==> config.mk <==
export PLATFORM = sky130hd
export DESIGN_NAME = lsu_mem_port
export DESIGN_NICKNAME = d
export VERILOG_FILES = /design/src/rtl/lsu_mem_port.sv
export SDC_FILE = /design/constraint.sdc
export NUM_CORES = 1
export LEC_CHECK = 0
export CORE_MARGIN = 2
export CORE_UTILIZATION = 54
export CTS_BUF_LIST = sky130_fd_sc_hd__clkbuf_2 sky130_fd_sc_hd__clkbuf_4 sky130_fd_sc_hd__clkbuf_8
export DETAILED_ROUTE_END_ITERATION = 8
export HOLD_SLACK_MARGIN = 0.06
export PLACE_DENSITY = 0.89
export SLEW_MARGIN = 20
export SYNTH_ARGS = -nofsm -noshare
export SYNTH_HDL_FRONTEND = slang
export SYNTH_SLANG_ARGS = --single-unit
export TNS_END_PERCENT = 100
==> constraint.sdc <==
create_clock -name clk -period 5.3 [get_ports clk]
set_input_delay 1.325 -clock clk [delete_from_list [all_inputs] [get_ports clk]]
set_output_delay 1.325 -clock clk [all_outputs]
set_load 0.05 [all_outputs]
==> src/rtl/lsu_mem_port.sv <==
// rtl/lsu_mem_port.sv - load/store unit in front of a word-wide data SRAM
//
// Purpose: accepts one load/store request at a time, rejects misaligned,
// illegal-size and out-of-range requests without touching the RAM, turns
// byte/halfword stores into read-modify-write word accesses and returns
// loads with lane extraction and sign/zero extension.
//
// Ports:
//   clk, areset_n           clock (shared with RAM), async active-low reset
//   req_valid / req_ready   request handshake, accepted when both high
//   req_we, req_size,       store flag, size (00 b, 01 h, 10 w, 11 illegal),
//   req_signed, req_addr,   load sign extension, byte address,
//   req_wdata               right-justified store data
//   rsp_valid, rsp_data,    one-cycle response strobe, load result,
//   rsp_err                 error flag qualifying rsp_valid
//   mem_add_r, mem_rd       RAM read address (word aligned) and strobe
//   mem_add_w, mem_data_w,  RAM write address (word aligned), data
//   mem_wr                  and strobe
//   mem_data_r              RAM read data, valid one cycle after mem_rd
module lsu_mem_port #(
  parameter int unsigned adr_limit = 64
) (
  input  logic        clk,
  input  logic        areset_n,
  input  logic        req_valid,
  output logic        req_ready,
  input  logic        req_we,
  input  logic [1:0]  req_size,
  input  logic        req_signed,
  input  logic [31:0] req_addr,
  input  logic [31:0] req_wdata,
  output logic        rsp_valid,
  output logic [31:0] rsp_data,
  output logic        rsp_err,
  output logic [31:0] mem_add_r,
  output logic [31:0] mem_add_w,
  output logic [31:0] mem_data_w,
  output logic        mem_rd,
  output logic        mem_wr,
  input  logic [31:0] mem_data_r
);

  typedef enum logic [3:0] {
    IDLE, ERR, RD, LDRET, WR, RMW_RD, RMW_MERGE, RMW_WR, ACK
  } state_t;

  localparam logic [31:0] addr_max = 32'(adr_limit) << 2;

  state_t      state;
  logic [31:0] addr_q;
  logic [1:0]  size_q;
  logic        signed_q;
  logic [15:0] wdata_q;   // only sub-word stores need the data after acceptance

  logic        req_err;
  logic [7:0]  lane_byte;
  logic [15:0] lane_half;
  logic [31:0] ld_data;
  logic [31:0] merged;

  // A range violation and an alignment violation both yield the same error.
  always_comb begin
    req_err = (req_size == 2'b11)
            | ((req_size == 2'b01) & req_addr[0])
            | ((req_size == 2'b10) & (req_addr[1:0] != 2'b00))
            | (req_addr > addr_max);
  end

  always_comb begin
    lane_byte = mem_data_r[7:0];
    case (addr_q[1:0])
      2'd0: lane_byte = mem_data_r[7:0];
      2'd1: lane_byte = mem_data_r[15:8];
      2'd2: lane_byte = mem_data_r[23:16];
      2'd3: lane_byte = mem_data_r[31:24];
      default: lane_byte = mem_data_r[7:0];
    endcase
    lane_half = addr_q[1] ? mem_data_r[31:16] : mem_data_r[15:0];

    ld_data = mem_data_r;
    case (size_q)
      2'b00: ld_data = {{24{signed_q & lane_byte[7]}}, lane_byte};
      2'b01: ld_data = {{16{signed_q & lane_half[15]}}, lane_half};
      default: ld_data = mem_data_r;
    endcase
  end

  // Replace only the addressed lane(s) of the word just read back.
  always_comb begin
    merged = mem_data_r;
    if (size_q == 2'b00) begin
      merged[8*addr_q[1:0] +: 8] = wdata_q[7:0];
    end else if (addr_q[1]) begin
      merged[31:16] = wdata_q;
    end else begin
      merged[15:0] = wdata_q;
    end
  end

  always_ff @(posedge clk or negedge areset_n) begin
    if (!areset_n) begin
      state      <= IDLE;
      req_ready  <= 1'b0;
      rsp_valid  <= 1'b0;
      rsp_err    <= 1'b0;
      rsp_data   <= 32'h0;
      mem_rd     <= 1'b0;
      mem_wr     <= 1'b0;
      mem_add_r  <= 32'h0;
      mem_add_w  <= 32'h0;
      mem_data_w <= 32'h0;
      addr_q     <= 32'h0;
      size_q     <= 2'b00;
      signed_q   <= 1'b0;
      wdata_q    <= 16'h0;
    end else begin
      // Response strobe is one cycle wide unless re-armed below.
      rsp_valid <= 1'b0;
      rsp_err   <= 1'b0;
      rsp_data  <= 32'h0;
      case (state)
        // ERR and ACK are the response cycles; they accept like IDLE.
        IDLE, ERR, ACK: begin
          if (req_valid && req_ready) begin
            addr_q    <= req_addr;
            size_q    <= req_size;
            signed_q  <= req_signed;
            wdata_q   <= req_wdata[15:0];
            req_ready <= 1'b0;
            if (req_err) begin
              state     <= ERR;
              rsp_valid <= 1'b1;
              rsp_err   <= 1'b1;
              req_ready <= 1'b1;
            end else if (!req_we) begin
              state     <= RD;
              mem_rd    <= 1'b1;
              mem_add_r <= {req_addr[31:2], 2'b00};
            end else if (req_size == 2'b10) begin
              state      <= WR;
              mem_wr     <= 1'b1;
              mem_add_w  <= {req_addr[31:2], 2'b00};
              mem_data_w <= req_wdata;
            end else begin
              state     <= RMW_RD;
              mem_rd    <= 1'b1;
              mem_add_r <= {req_addr[31:2], 2'b00};
            end
          end else begin
            state     <= IDLE;
            req_ready <= 1'b1;
          end
        end
        RD: begin
          mem_rd <= 1'b0;
          state  <= LDRET;
        end
        LDRET: begin
          rsp_valid <= 1'b1;
          rsp_data  <= ld_data;
          req_ready <= 1'b1;
          state     <= IDLE;
        end
        WR: begin
          mem_wr    <= 1'b0;
          rsp_valid <= 1'b1;
          req_ready <= 1'b1;
          state     <= ACK;
        end
        RMW_RD: begin
          mem_rd <= 1'b0;
          state  <= RMW_MERGE;
        end
        RMW_MERGE: begin
          mem_data_w <= merged;
          mem_add_w  <= {addr_q[31:2], 2'b00};
          mem_wr     <= 1'b1;
          state      <= RMW_WR;
        end
        RMW_WR: begin
          mem_wr    <= 1'b0;
          rsp_valid <= 1'b1;
          req_ready <= 1'b1;
          state     <= ACK;
        end
        default: begin
          mem_rd    <= 1'b0;
          mem_wr    <= 1'b0;
          req_ready <= 1'b1;
          state     <= IDLE;
        end
      endcase
    end
  end

endmodule

==> results of run 1 <==
## routing by layer
layer / track usage / up-vias / wire length (µm)
met2: 0.450 / 427 / 11200
met1: 0.389 / 3444 / 9780
met5: 0 / - / 0
met4: 0.152 / 0 / 983
met3: 0.0715 / 87 / 2160
li1: - / 3215 / -
## power groups by stage
stage	Sequential [mW]	Combinational, mW	Clock, mW
6_report	1.48	0.320	0.933
5_1_grt	1.48	0.348	1.01
4_1_cts	1.48	0.315	0.944
3_5_place_dp	1.51	0.312	0
3_3_place_gp	1.50	0.305	0
2_1_floorplan	1.49	0.159	0
## area by class of cell
class	instances	area, µm²
Sequential cell	184	4600
Fill cell	1055	4040
Multi-Input combinational cell	548	3460
Timing Repair Buffer	238	2370
Clock buffer	23	298
Tap cell	188	235
Inverter	28	105
Clock inverter	9	91.3
Antenna cell	1	2.50
## worst paths after layout
| path | start | end | slack (ps) |
|---|---|---|---|
| min reg2reg | addr_q[13] | addr_q[13] | 480 |
| min in group asynchronous | areset_n | mem_data_w[30] | 1000 |
| min | addr_q[13] | addr_q[13] | 480 |
| max reg2reg | addr_q[1] | rsp_data[13] | 2170 |
| max in group asynchronous | areset_n | mem_add_w[16] | 3270 |
| max | req_size[0] | mem_data_w[31] | 1530 |
## synthesized netlist by cell type, drive strengths merged (8+ instances only)
master,number,area share
a22o,23,0.024
a222oi,8,0.0095
and2,24,0.018
mux2,55,0.090
clkbuf,30,0.013
dfrtp,184,0.55
buf,27,0.021
inv,28,0.012
a211oi,17,0.017
nand2,189,0.084
nor2,71,0.032
o21ai,15,0.010
a221oi,33,0.034
a21oi,49,0.029
## worst reg2reg max path, cell delays in order (launching register included)
cell and delay (ps):
dfrtp_1 580, inv_1 420, ha_1 520, a222oi_1 160, a2111o_1 450, a21oi_1 500
nor2_1 100, a211oi_1 290
## sequential cells by signal (all words and copies together) (netlist names), 2 cells and up
register and flops:
wdata_q 16, rsp_data 32, size_q 2, mem_add_r 30, mem_add_w 30, mem_data_w 32, state 4, addr_q 32
## kinds of logic (layout without fill, tap and decap cells)
group / after synthesis / after routing / synth area share
other cells: 1 / 5 / 0.000446
xor+xnor: 1 / 1 / 0.00104
flops: 184 / 184 / 0.547
compound gates: 169 / 169 / 0.148
buf+inv: 85 / 298 / 0.0470
fa+ha+maj: 5 / 5 / 0.00743
simple gates: 313 / 313 / 0.157
mux: 56 / 56 / 0.0913
## layout by cell type (no fill, tap or decap), types with 21 or more instances in the layout
cell             count
a22o_1              23
inv_1               28
a221oi_1            33
nand2_1            189
clkbuf_8            21
a21oi_1             49
and2_1              24
nor2_1              70
dfrtp_1            184
mux2_4              37
clkdlybuf4s50_1    230
==> metrics.md, run 1 <==
| Metric | Value |
|---|---|
| Cells after Synth | 814 |
| CP max FO | 57 |
| Synth cell types | between 50 and 60 |
| Layout Nets | approximately 1100 |
| Setup Skew | roughly 12 ps |
| Fin cells | about 1200 |
| P_sw | about 0.73 mW |
| Die area | 16600 µm² |
| Min Hold Slack | around 480 ps |
| Largest net degree at the start of global routing | approximately 130 |
| Finished Core Util | 0.734 |
| R2R cell count | 7 |
| Height of the die | about 130 µm |
| Final Max Tran Viols | 0 |
| Slowest cell on the critical path | buf_4 |
| Fraction of layout cells with a size suffix above 1 | 0.100 |
| Worst Path Arrival | around 4100 ps |
| Hold Crit Class | reg -> reg |
| Deepest clock path buffer count | 2 |
| First-pass GRT wire length | between 30000 and 40000 µm |
| PostCTS Resize Cnt | 0 |
| Final instance area | ~11000 µm² |
| WL/cell | between 15 and 20 µm |
| Register area share after synthesis | 0.547 |
| Initial Util | 0.553 |
| Status | complete, no violations |
| Power share of the clock group | 0.341 |
| GPL Wtd Cong | just over 0.9 |
| Antenna violations before repair | 1 |
| Endpoints failing hold | 0 |
| Die Span X | between 100 and 150 µm |
| Setup TNS | 0 ps |
| Drt first-iter violations | around 820 |
| Overflow left after global routing | 0 |
| Worst setup SP type | input port |
| Tot GR Track Use | 0.293 |
| Drt pass-1 iters | 6 |
| Worst hold stages | 2 |
| Setup ws final | between 1500 and 2000 ps |
| # port buffers | ~230 |
| Vias in the first global route | roughly 7000 |
| Dpl hpwl | around 17000 µm |
| Fin crit share | 0.711 |
| PwrDens | 245 nW/µm² |
| Register clock-pin slew on the reported worst setup and hold paths | roughly 90 ps |
| Max-Cap Viols | 0 |
| Gate power share | 0.117 |
| #FFs+latches synth | 184 |
| Main synth FF type | dfrtp_1 |
| Inst Count DP | around 1200 |
| Synth Warn # | 0 |
| RSZ-0062 raised after global routing | no |
| Clock sink count | roughly 180 |
| P_leak | approximately 5.3 nW |
| Avg Cell Area, Syn | 10.3 µm² |
| Type of the worst setup path | in -> reg |
| Number of synthesized flops with an enable pin | 0 |
| H-Tree Depth | 4 |
| Measured slew at the worst slew-check pin | ~1100 ps |
| Pint | ~2 mW |
| Post-CTS setup buffers | 0 |
| Crit-path cells | clkdlybuf4s50_1 > a21oi_1 > o211ai_1 > a211oi_4 > o21ai_4 > buf_4 > mux2_2 |
| Req. time, crit path | roughly 5700 ps |
| Maximum VDD drop | 142 µV |
| Relative slew slack | 0.264 |
| Residual DRC | 0 |
| CTS root buffer | clkbuf_8 |
| Rows | 45 |
| Antenna-violating nets left | 0 |
| Clock buffer count from CTS | 17 |
| Stages on the worst setup path | 7 |
| Power consumption | around 2.7 mW |
| Critical Path Sink Type | register |
| CP max stage delay | between 700 and 800 ps |
| Via-per-instance ratio | around 5.9 |
| Setup violators final | 0 |
| Core box area | approximately 15000 µm² |
| Vias | between 7000 and 8000 |
| Buf/Inv on CP | 2 |
| Cell Area, Synth | 8410 µm² |
| CTS tree | built |
| Sw Share | 0.269 |
| Asr flop ratio synth | 1.00 |
| Seq pwr share | 0.542 |
| WL final | about 24000 µm |
| Clk_lat worst skew | approximately 470 ps |
| Layout area overhead | 32.7% |
| # IOs | ~240 |
| Area of placed instances | between 10000 and 15000 µm² |
| Cell family with most CP delay | buffers and inverters |
| Hold_buf cts | 0 |
| Crit path time final | about 3800 ps |
| Dpl ws | about 1100 ps |
| FMAX | about 270 MHz |
No activity file was read; power rests on OpenSTA's default activity.
==> inputs of run 2 (changes only) <==
--- a/config.mk
+++ b/config.mk
@@ -6,11 +6,11 @@
 export NUM_CORES = 1
 export LEC_CHECK = 0
 export CORE_MARGIN = 2
-export CORE_UTILIZATION = 54
+export CORE_UTILIZATION = 50
 export CTS_BUF_LIST = sky130_fd_sc_hd__clkbuf_2 sky130_fd_sc_hd__clkbuf_4 sky130_fd_sc_hd__clkbuf_8
 export DETAILED_ROUTE_END_ITERATION = 8
 export HOLD_SLACK_MARGIN = 0.06
-export PLACE_DENSITY = 0.89
+export PLACE_DENSITY = 0.83
 export SLEW_MARGIN = 20
 export SYNTH_ARGS = -nofsm -noshare
 export SYNTH_HDL_FRONTEND = slang
==> constraint.sdc (replaced) <==
create_clock -name clk -period 3.95 [get_ports clk]
set_input_delay 0.9875 -clock clk [delete_from_list [all_inputs] [get_ports clk]]
set_output_delay 0.9875 -clock clk [all_outputs]
set_load 0.05 [all_outputs]
==> metrics.md, run 2 (synthesis gave the netlist of run 1 again) <==
| Metric | Value |
|---|---|
| Dpl hpwl | 17000 µm |
| Status | complete, no violations |
| PwrDens | roughly 320 nW/µm² |
| Measured slew at the worst slew-check pin | between 1000 and 1500 ps |
| # port buffers | around 230 |
| Via-per-instance ratio | approximately 5.7 |
| Die Span X | 134 µm |
| PostCTS Resize Cnt | 0 |
| Crit path time final | 3170 ps |
| Clk_lat worst skew | 470 ps |
| Final Max Tran Viols | 0 |
| CTS tree | built |
| Worst Path Arrival | 3530 ps |
| Layout area overhead | 33.7% |
| Vias | 7170 |
| WL/cell | about 20 µm |
| Req. time, crit path | ~4300 ps |
| Hold Crit Class | reg -> reg |
| Antenna violations before repair | 1 |
| Hold_buf cts | 0 |
| FMAX | between 300 and 400 MHz |
| Worst setup SP type | input port |
| Residual DRC | 0 |
| # IOs | approximately 240 |
| Final instance area | between 10000 and 15000 µm² |
| Seq pwr share | 0.542 |
| Fillers | between 1000 and 1500 |
| Register clock-pin slew on the reported worst setup and hold paths | approximately 90 ps |
| Tot GR Track Use | 0.278 |
| Clock sink count | around 180 |
| R2R cell count | 7 |
| Finished Core Util | 0.681 |
| Leading cell types in the layout, fill and taps excluded | clkdlybuf4s50_1 (230), nand2_1 (189), dfrtp_1 (184) |
| Post-CTS setup buffers | 0 |
| First-pass GRT wire length | about 38000 µm |
| Setup Skew | around 11 ps |
| RSZ-0062 raised after global routing | no |
| CP max FO | 54 |
| Largest net degree at the start of global routing | between 70 and 80 |
| Min Hold Slack | around 490 ps |
| Power share of the clock group | 0.337 |
| H-Tree Depth | 4 |
| Drt first-iter violations | between 600 and 700 |
| WL final | around 24000 µm |
| CTS root buffer | clkbuf_8 |
| Worst hold stages | 2 |
| Max-Cap Viols | 0 |
| Initial Util | 0.509 |
| Vias in the first global route | about 7100 |
| Relative slew slack | 0.229 |
| Maximum VDD drop | roughly 220 µV |
| Sw Share | 0.277 |
| Rows | 47 |
| Clock buffer count from CTS | 17 |
| Die area | 17900 µm² |
| Drt pass-1 iters | 7 |
| Layout Nets | ~1100 |
| Overflow left after global routing | 0 |
| Deepest clock path buffer count | 2 |
| Area of placed instances | 10900 µm² |
| Height of the die | roughly 130 µm |
| Largest registers | addr_q x32, mem_data_w x32, rsp_data x32 |
| Critical Path Sink Type | register |
| Power consumption | ~3.6 mW |
| Core box area | about 17000 µm² |
| Gate power share | 0.121 |
| GPL Wtd Cong | 0.923 |
| Setup TNS | 0 ps |
| Pint | around 2.6 mW |
| P_leak | around 5.3 nW |
| Fraction of layout cells with a size suffix above 1 | 0.103 |
| Fin crit share | 0.804 |
| Most common cell after layout, fill and taps aside | clkdlybuf4s50_1 |
| Antenna-violating nets left | 0 |
| Type of the worst setup path | in -> reg |
| Endpoints failing hold | 0 |
| P_sw | between 1 and 1.5 mW |
| Setup violators final | 0 |
## run 2: worst max-delay path: stages
cell and delay (ps):
clkdlybuf4s50_1 430, nor4_1 670, o211ai_1 260, a211oi_4 330
o21ai_4 180, buf_12 240, mux2_4 340
## run 2: routing by layer
metal  vias up  wire (µm)  GRT usage
li1       3225          -          -
met1      3493      10200      0.371
met2       386      11300      0.428
met3        66       1990     0.0677
met4         0        991      0.132
met5         -          0          0
## run 2: power by group through the flow
| stage | clock (mW) | sequential [mW] | combinational, mW |
|---|---|---|---|
| after CTS | 1.25 | 1.98 | 0.436 |
| final | 1.23 | 1.98 | 0.442 |
| after global routing | 1.33 | 1.98 | 0.484 |
| after detailed placement | 0 | 2.01 | 0.433 |
| after global placement | 0 | 2.01 | 0.423 |
| after floorplan | 0 | 2.00 | 0.213 |
## run 2: final cells by class
type,count,area (µm²),share of cell area
Clock buffer,19,255,0.0227
Timing Repair Buffer,243,2430,0.216
Tap cell,220,275,0.0245
Clock inverter,12,119,0.0106
Inverter,28,105,0.00935
Multi-Input combinational cell,548,3450,0.307
Antenna cell,1,2.50,0.000223
Sequential cell,184,4600,0.409
## run 2: path summary, 6_finish.rpt
| kind | start | to | slack, ps |
|---|---|---|---|
| max | req_addr[25] | mem_data_w[23] | 780 |
| min | addr_q[5] | addr_q[5] | 490 |
| max reg2reg | addr_q[1] | rsp_data[9] | 870 |
| min reg2reg | addr_q[5] | addr_q[5] | 490 |
| max in group asynchronous | areset_n | mem_add_r[31] | 2590 |
| min in group asynchronous | areset_n | mem_data_w[6] | 530 |
## run 2: metrics by stage
| step | setup slack (ps) | instances |
|---|---|---|
| 5_1_grt | 621 | 1255 |
| 3_3_place_gp | 177 | 1223 |
| 6_report | 776 | 1255 |
| 2_1_floorplan | 1410 | 817 |
| 4_1_cts | 742 | 1254 |
| 3_5_place_dp | 244 | 1223 |
